<file path="src/rtl/reg_file_pkg.sv">
`default_nettype none
// ============================================================================
// Module      : reg_file_pkg
// Description : Shared types and defaults for the multi-port register file
//               and its register-dump engine.
// Revision    : 1.0 - initial release
// ============================================================================
package reg_file_pkg;

    // Default architectural shape (RV32 integer file)
    localparam int c_DEFAULT_XLEN  = 32;
    localparam int c_DEFAULT_NREGS = 32;

    // Dump engine states
    typedef enum logic [0:0] {
        DUMP_IDLE   = 1'b0,
        DUMP_STREAM = 1'b1
    } dump_state_t;

endpackage : reg_file_pkg
`default_nettype wire

</file>
<file path="src/rtl/reg_file_if.sv">
`default_nettype none
// ============================================================================
// Module      : reg_file_if
// Description : Read/write/dump bus of the multi-port register file.
//               master = core/debug side, slave = register file.
// Revision    : 1.0 - initial release
// ============================================================================
interface reg_file_if
    import reg_file_pkg::*;
#(
    parameter int XLEN     = c_DEFAULT_XLEN,
    parameter int NREGS    = c_DEFAULT_NREGS,
    parameter int NR_READ  = 2,
    parameter int NR_WRITE = 1
);
    localparam int AW = $clog2(NREGS);

    logic [NR_READ*AW-1:0]    rs_addr;
    logic [NR_READ*XLEN-1:0]  rs_data;
    logic [NR_WRITE-1:0]      we;
    logic [NR_WRITE*AW-1:0]   rd_addr;
    logic [NR_WRITE*XLEN-1:0] rd_data;
    logic                     dump_start;
    logic                     dump_busy;
    logic                     dump_valid;
    logic                     dump_ready;
    logic [AW-1:0]            dump_idx;
    logic [XLEN-1:0]          dump_data;
    logic                     dump_last;

    modport master (
        output rs_addr, we, rd_addr, rd_data, dump_start, dump_ready,
        input  rs_data, dump_busy, dump_valid, dump_idx, dump_data, dump_last
    );

    modport slave (
        input  rs_addr, we, rd_addr, rd_data, dump_start, dump_ready,
        output rs_data, dump_busy, dump_valid, dump_idx, dump_data, dump_last
    );

endinterface : reg_file_if
`default_nettype wire

</file>
<file path="src/rtl/reg_file_dump_ctrl.sv">
`default_nettype none
// ============================================================================
// Module      : reg_file_dump_ctrl
// Description : Register-dump engine. Walks indices 0..NREGS-1 and presents
//               one snapshot beat per register on a valid/ready stream. The
//               value of each beat is captured from a dedicated array read
//               port at the edge that advances to it, so later writes to the
//               presented register never disturb the beat.
// Revision    : 1.0 - initial release
// ============================================================================
module reg_file_dump_ctrl
    import reg_file_pkg::*;
#(
    parameter int XLEN  = c_DEFAULT_XLEN,
    parameter int NREGS = c_DEFAULT_NREGS,
    localparam int AW   = $clog2(NREGS)
) (
    input  wire logic            clk,
    input  wire logic            rst,
    input  wire logic            i_dump_start,
    input  wire logic            i_dump_ready,
    input  wire logic [XLEN-1:0] i_rd_data,
    output logic      [AW-1:0]   o_rd_addr,
    output logic                 o_dump_busy,
    output logic                 o_dump_valid,
    output logic      [AW-1:0]   o_dump_idx,
    output logic      [XLEN-1:0] o_dump_data,
    output logic                 o_dump_last
);

    localparam logic [AW-1:0] c_LAST_IDX = AW'(NREGS - 1);

    dump_state_t     r_state;
    logic            r_busy;
    logic            r_valid;
    logic            r_last;
    logic [AW-1:0]   r_idx;
    logic [XLEN-1:0] r_data;

    logic [AW-1:0]   w_next_idx;
    logic            w_fire;

    assign w_next_idx = r_idx + AW'(1);
    assign w_fire     = r_valid & i_dump_ready;

    // Look-ahead address: register 0 while idle, the next beat while streaming
    assign o_rd_addr = (r_state == DUMP_STREAM) ? w_next_idx : '0;

    // Dump FSM with registered stream outputs
    always_ff @(posedge clk or posedge rst) begin
        if (rst) begin
            r_state <= DUMP_IDLE;
            r_busy  <= 1'b0;
            r_valid <= 1'b0;
            r_last  <= 1'b0;
            r_idx   <= '0;
            r_data  <= '0;
        end else begin
            case (r_state)
                DUMP_IDLE: begin
                    if (i_dump_start) begin
                        r_state <= DUMP_STREAM;
                        r_busy  <= 1'b1;
                        r_valid <= 1'b1;
                        r_idx   <= '0;
                        r_data  <= i_rd_data;
                        r_last  <= (c_LAST_IDX == '0);
                    end
                end
                DUMP_STREAM: begin
                    // dump_start is deliberately ignored in this state
                    if (w_fire) begin
                        if (r_idx == c_LAST_IDX) begin
                            r_state <= DUMP_IDLE;
                            r_busy  <= 1'b0;
                            r_valid <= 1'b0;
                            r_last  <= 1'b0;
                            r_idx   <= '0;
                            r_data  <= '0;
                        end else begin
                            r_idx  <= w_next_idx;
                            r_data <= i_rd_data;
                            r_last <= (w_next_idx == c_LAST_IDX);
                        end
                    end
                end
                default: r_state <= DUMP_IDLE;
            endcase
        end
    end

    assign o_dump_busy  = r_busy;
    assign o_dump_valid = r_valid;
    assign o_dump_idx   = r_idx;
    assign o_dump_data  = r_data;
    assign o_dump_last  = r_last;

endmodule : reg_file_dump_ctrl
`default_nettype wire

</file>
<file path="src/rtl/reg_file_mp.sv">
`default_nettype none
// ============================================================================
// Module      : reg_file_mp
// Description : Parametrised multi-port integer register file with
//               asynchronous clear, highest-port-wins write priority and a
//               hardware register-dump stream.
//               Optional macro REG_FILE_BYPASS_EN enables same-cycle
//               write-to-read forwarding on the rs ports (never on dump).
// Revision    : 1.0 - initial release
// ============================================================================
module reg_file_mp
    import reg_file_pkg::*;
#(
    parameter int XLEN     = c_DEFAULT_XLEN,
    parameter int NREGS    = c_DEFAULT_NREGS,
    parameter int NR_READ  = 2,
    parameter int NR_WRITE = 1,
    parameter int ZERO_REG = 1
) (
    input wire logic  clk,
    input wire logic  rst,
    reg_file_if.slave bus
);

    localparam int AW = $clog2(NREGS);

    logic [XLEN-1:0] r_regs [NREGS];
    logic [XLEN-1:0] w_rs_val [NR_READ];
    logic [AW-1:0]   w_dump_addr;
    logic [XLEN-1:0] w_dump_rdata;

    // Array update; ascending port loop lets the highest port win on conflicts
    always_ff @(posedge clk or posedge rst) begin
        if (rst) begin
            for (int k = 0; k < NREGS; k++) begin
                r_regs[k] <= '0;
            end
        end else begin
            for (int j = 0; j < NR_WRITE; j++) begin
                if (bus.we[j] && !((ZERO_REG != 0) && (bus.rd_addr[j*AW +: AW] == '0))) begin
                    r_regs[bus.rd_addr[j*AW +: AW]] <= bus.rd_data[j*XLEN +: XLEN];
                end
            end
        end
    end

    generate
        for (genvar i = 0; i < NR_READ; i++) begin : g_rd_port
            logic [AW-1:0] w_addr;
            assign w_addr = bus.rs_addr[i*AW +: AW];

            // Combinational read, optionally forwarded from this cycle's writes
            always_comb begin
                w_rs_val[i] = r_regs[w_addr];
`ifdef REG_FILE_BYPASS_EN
                for (int j = 0; j < NR_WRITE; j++) begin
                    if (bus.we[j] && (bus.rd_addr[j*AW +: AW] == w_addr)) begin
                        w_rs_val[i] = bus.rd_data[j*XLEN +: XLEN];
                    end
                end
`endif
                if ((ZERO_REG != 0) && (w_addr == '0)) begin
                    w_rs_val[i] = '0;
                end
            end
        end : g_rd_port
    endgenerate

    // Pack per-port read values onto the bus
    always_comb begin
        bus.rs_data = '0;
        for (int i = 0; i < NR_READ; i++) begin
            bus.rs_data[i*XLEN +: XLEN] = w_rs_val[i];
        end
    end

    // Dedicated, never-forwarded read port for the dump engine
    assign w_dump_rdata = ((ZERO_REG != 0) && (w_dump_addr == '0)) ? '0 : r_regs[w_dump_addr];

    reg_file_dump_ctrl #(
        .XLEN  (XLEN),
        .NREGS (NREGS)
    ) u_dump_ctrl (
        .clk          (clk),
        .rst          (rst),
        .i_dump_start (bus.dump_start),
        .i_dump_ready (bus.dump_ready),
        .i_rd_data    (w_dump_rdata),
        .o_rd_addr    (w_dump_addr),
        .o_dump_busy  (bus.dump_busy),
        .o_dump_valid (bus.dump_valid),
        .o_dump_idx   (bus.dump_idx),
        .o_dump_data  (bus.dump_data),
        .o_dump_last  (bus.dump_last)
    );

endmodule : reg_file_mp
`default_nettype wire

</file>
<file path="src/flat_wrapper.sv">
// flat-port wrapper written by rule: the top's interface ports become plain ports
module reg_file_mp_flat import reg_file_pkg::*;
#(
    parameter int XLEN     = c_DEFAULT_XLEN,
    parameter int NREGS    = c_DEFAULT_NREGS,
    parameter int NR_READ  = 2,
    parameter int NR_WRITE = 1,
    parameter int ZERO_REG = 1
)
  (clk, rst, bus_rs_addr, bus_we, bus_rd_addr, bus_rd_data, bus_dump_start, bus_dump_ready, bus_rs_data, bus_dump_busy, bus_dump_valid, bus_dump_idx, bus_dump_data, bus_dump_last);
  reg_file_if #(.XLEN(XLEN), .NREGS(NREGS), .NR_READ(NR_READ), .NR_WRITE(NR_WRITE)) bus_i ();
  input wire logic clk;
  input wire logic rst;
  input wire logic [$bits(bus_i.rs_addr)-1:0] bus_rs_addr;
  input wire logic [$bits(bus_i.we)-1:0] bus_we;
  input wire logic [$bits(bus_i.rd_addr)-1:0] bus_rd_addr;
  input wire logic [$bits(bus_i.rd_data)-1:0] bus_rd_data;
  input wire logic [$bits(bus_i.dump_start)-1:0] bus_dump_start;
  input wire logic [$bits(bus_i.dump_ready)-1:0] bus_dump_ready;
  output wire logic [$bits(bus_i.rs_data)-1:0] bus_rs_data;
  output wire logic [$bits(bus_i.dump_busy)-1:0] bus_dump_busy;
  output wire logic [$bits(bus_i.dump_valid)-1:0] bus_dump_valid;
  output wire logic [$bits(bus_i.dump_idx)-1:0] bus_dump_idx;
  output wire logic [$bits(bus_i.dump_data)-1:0] bus_dump_data;
  output wire logic [$bits(bus_i.dump_last)-1:0] bus_dump_last;
  assign bus_i.rs_addr = bus_rs_addr;
  assign bus_i.we = bus_we;
  assign bus_i.rd_addr = bus_rd_addr;
  assign bus_i.rd_data = bus_rd_data;
  assign bus_i.dump_start = bus_dump_start;
  assign bus_i.dump_ready = bus_dump_ready;
  assign bus_rs_data = bus_i.rs_data;
  assign bus_dump_busy = bus_i.dump_busy;
  assign bus_dump_valid = bus_i.dump_valid;
  assign bus_dump_idx = bus_i.dump_idx;
  assign bus_dump_data = bus_i.dump_data;
  assign bus_dump_last = bus_i.dump_last;
  reg_file_mp #(.XLEN(XLEN), .NREGS(NREGS), .NR_READ(NR_READ), .NR_WRITE(NR_WRITE), .ZERO_REG(ZERO_REG)) u_core (.clk(clk), .rst(rst), .bus(bus_i));
endmodule
</file>
<file path="config.mk">
export PLATFORM = sky130hd
export DESIGN_NAME = reg_file_mp_flat
export DESIGN_NICKNAME = d
export VERILOG_FILES = /design/src/rtl/reg_file_pkg.sv /design/src/rtl/reg_file_if.sv /design/src/rtl/reg_file_dump_ctrl.sv /design/src/rtl/reg_file_mp.sv /design/src/flat_wrapper.sv
export SDC_FILE = /design/constraint.sdc
export NUM_CORES = 2
export LEC_CHECK = 0
export ABC_AREA = 0
export CAP_MARGIN = 25
export CORE_UTILIZATION = 60
export CTS_BUF_LIST = sky130_fd_sc_hd__clkbuf_4
export DETAILED_ROUTE_END_ITERATION = 8
export GPL_TIMING_DRIVEN = 0
export HOLD_SLACK_MARGIN = 0.08
export PLACE_DENSITY = 0.81
export SETUP_SLACK_MARGIN = 0.3
export SYNTH_ARGS = -nofsm -noshare
export SYNTH_HDL_FRONTEND = slang
export SYNTH_SLANG_ARGS = --single-unit
export TNS_END_PERCENT = 100
</file>
<file path="constraint.sdc">
create_clock -name clk -period 68 [get_ports clk]
set_input_delay 10.2 -clock clk [delete_from_list [all_inputs] [get_ports clk]]
set_output_delay 10.2 -clock clk [all_outputs]
set_load 0.02 [all_outputs]
</file>
==> results.toml <==
[outcome]
status = "finished with violations"
violations = "design-rule violations"

[clock_network]
clk_latency_ns = 1.33
clkSinkCount = 1064
cts_max_level = 5
cts_hold_buffers = 0
cts_buffers = 306
clk_path_buf_depth = 4
cts_tree = "yes"
cts_root_buf = "clkbuf_4"
cts.repair.resized = 0
clk_pin_slew_ns = 0.06
cts_setup_buffers = 0

[timing]
worst_slack_ns = 42.77
slew_violations = 0
fmax_ghz = 0.03963
slew_headroom = 0.08386
rsz0062_at_grt = "false"
tightest_slew_ns = 1.374
hold_viol = 0
post-route-period-util = 0.3711
setup_viol = 0
fin_crit_ns = 25.23
fin_setup_tns_ns = 0
clock-skew-final_ns = 0.08349

[yosys]
yosysSeqAreaShare = 0.4100
synth_ff_type = "dfrtp_1"
synthArstFlopShare = 1.000
syn_inst = 5036
synth_edf_count = 0
yosys_register_bits = 1064
synth_warnings = 0
syn_area_per_cell_um2 = 12.89
syn_area_um2 = 64940
synth.distinct_cells = 41
syn_nets = 5091

[flow_run]
maxCapViolations = 0

[global_routing]
grt_pass1_wl_mm = 376.1
grt_pass1_vias = 53780
grt_max_degree = 128
global_route.usage.total = 0.4920
antenna_found_initial = 29
grt_overflow = 0

[power_and_ir_drop]
p_leak_nw = 31.01
ir_worst_vdd_mv = 0.01946
powerDensity_nw_per_um2 = 30.42
power_mw = 2.217

[die]
start_util = 0.6057
num_rows = 120
die_h_um = 331.0
core-area_um2 = 107200
fp.dieW_um = 331.0
io_pins = 156
dieArea_um2 = 109500

[cells_and_area]
final-seq-area_um2 = 26630
area_delta_synth_final_pct = 12.24
fill_cells = 7675
final_cell_area_um2 = 72890
final_nets = 5610
final_cell_mix = "dfrtp_1 (1064), mux2_2 (992), mux4_2 (640), nand2_1 (599), clkbuf_4 (422)"
fin_cells = 7175
multi_input_area_um2 = 35840
drive_gt1_frac = 0.3964
mostFrequentLayoutCell = "dfrtp_1"

[placement]
placed_cells = 6622
place_area_um2 = 68810
place_hpwl_mm = 192.0
post-place-ws_ns = 43.14
port_buffers = 149
globalplace.congestion = 1.073

[setup_path]
reg2reg_depth = 10
end_kind = "output pin"
r2r_end = "u_core.u_dump_ctrl.o_dump_data[27]"
startpoint_type = "input pin"
arrival_ns = 15.03
cp_max_fo = 10
critical_path_class = "in -> out"
r2r_start = "u_core.u_dump_ctrl.o_dump_idx[0]"
worst_ep_required_time_ns = 57.80
ff2ff_setup_slack_ns = 62.38

[routing]
remaining_drc_errors = 7
ant_nets = 0
wirelength_mm = 268.2
drt_iter0_markers = 10410
vias = 55760
wl_per_cell_um = 37.38
first_pass_iters = 9
via_per_inst = 7.771

[worst_hold_path]
whs_endpoint = "u_core.u_dump_ctrl.o_dump_last"
hold_start = "u_core.u_dump_ctrl.o_dump_last"
hp-class = "reg -> reg"
hold_depth = 2
[cells by family (layout without fill, tap and decap cells)]
group / after synthesis / count (layout) / share of synthesized area
and+or+nand+nor: 975 / 975 / 0.06339
DFF: 1064 / 1064 / 0.4100
adders and majority gates: 3 / 3 / 0.0005781
AOI/OAI and AO/OA: 491 / 491 / 0.04911
buffers and inverters: 580 / 1290 / 0.03811
other: 0 / 26 / 0
xor gates and xnor gates: 3 / 3 / 0.0004047
muxes: 1920 / 1920 / 0.4384
[cells in the mapped netlist, drive strengths merged, types with 35 or more instances]
| cell type | number | area share |
|---|---|---|
| dfrtp | 1064 | 0.41 |
| mux2 | 992 | 0.17 |
| mux4 | 640 | 0.22 |
| nand2 | 599 | 0.035 |
| clkbuf | 327 | 0.019 |
| mux2i | 288 | 0.044 |
| buf | 250 | 0.019 |
| nand3 | 228 | 0.018 |
| a21oi | 227 | 0.017 |
| nor2 | 89 | 0.0053 |
| a211oi | 64 | 0.0074 |
| a221oi | 64 | 0.0086 |
| o21ai | 37 | 0.0029 |
| and2 | 35 | 0.0034 |
[worst max-delay path, stage by stage]
cell and delay, ns:
clkbuf_1 0.81, clkbuf_1 0.87, buf_1 0.87, mux4_2 0.45, mux4_2 0.57, mux2i_1 0.59, nor2_1 0.08, clkdlybuf4s50_1 0.56
[registers in the layout, indices dropped and copies added (netlist names)]
name	flops
u_core.r_regs	1024
u_core.u_dump_ctrl.o_dump_valid	1
u_core.u_dump_ctrl.o_dump_data	32
u_core.u_dump_ctrl.r_state	1
u_core.u_dump_ctrl.o_dump_last	1
u_core.u_dump_ctrl.o_dump_idx	5
[worst max path at each step]
stage,end,cells past startpoint,startpoint,slack [ns]
6_report,bus_rs_data[42],8,bus_rs_addr[6],42.77
3_5_place_dp,bus_rs_data[46],8,bus_rs_addr[6],43.14
5_1_grt,bus_rs_data[59],8,bus_rs_addr[6],43.17
4_1_cts,bus_rs_data[46],8,bus_rs_addr[6],43.14
2_1_floorplan,u_core.r_regs[0],1,rst,27.85
3_3_place_gp,u_core.r_regs[728],2,rst,15.91
[routing by layer]
metal / vias to the layer above / GRT usage / wire length, um / share of wire
li1: 20370 / - / - / -
met1: 27440 / 0.5911 / 86900 / 0.32
met3: 1886 / 0.2897 / 49430 / 0.18
met4: 44 / 0.3446 / 24520 / 0.091
met2: 6017 / 0.6515 / 106500 / 0.40
met5: - / 0.04652 / 857 / 0.0032
[power breakdown]
part           switching (mW)  total, mW  internal, mW
logic                   0.403      0.738         0.335
registers               0.126      0.877         0.751
clock network           0.295      0.602         0.307
[stage by stage]
step,hold slack [ns],util
6_report,0.4980,0.6799
4_1_cts,0.5066,0.6756
3_5_place_dp,0.4849,0.6418
2_1_floorplan,0.4623,-
5_1_grt,0.5151,0.6795
3_3_place_gp,0.4638,0.6360
[area by class of cell]
type	count	share of cell area
Sequential cell	1064	0.3653
Multi-Input combinational cell	3392	0.4917
Clock inverter	77	0.006249
Buffer	577	0.03380
Timing Repair Buffer	211	0.03426
Antenna cell	26	0.0008927
Tap cell	1403	0.02408
Clock buffer	422	0.04347
Inverter	3	0.0002575
Power figures use the tool's default switching activity.
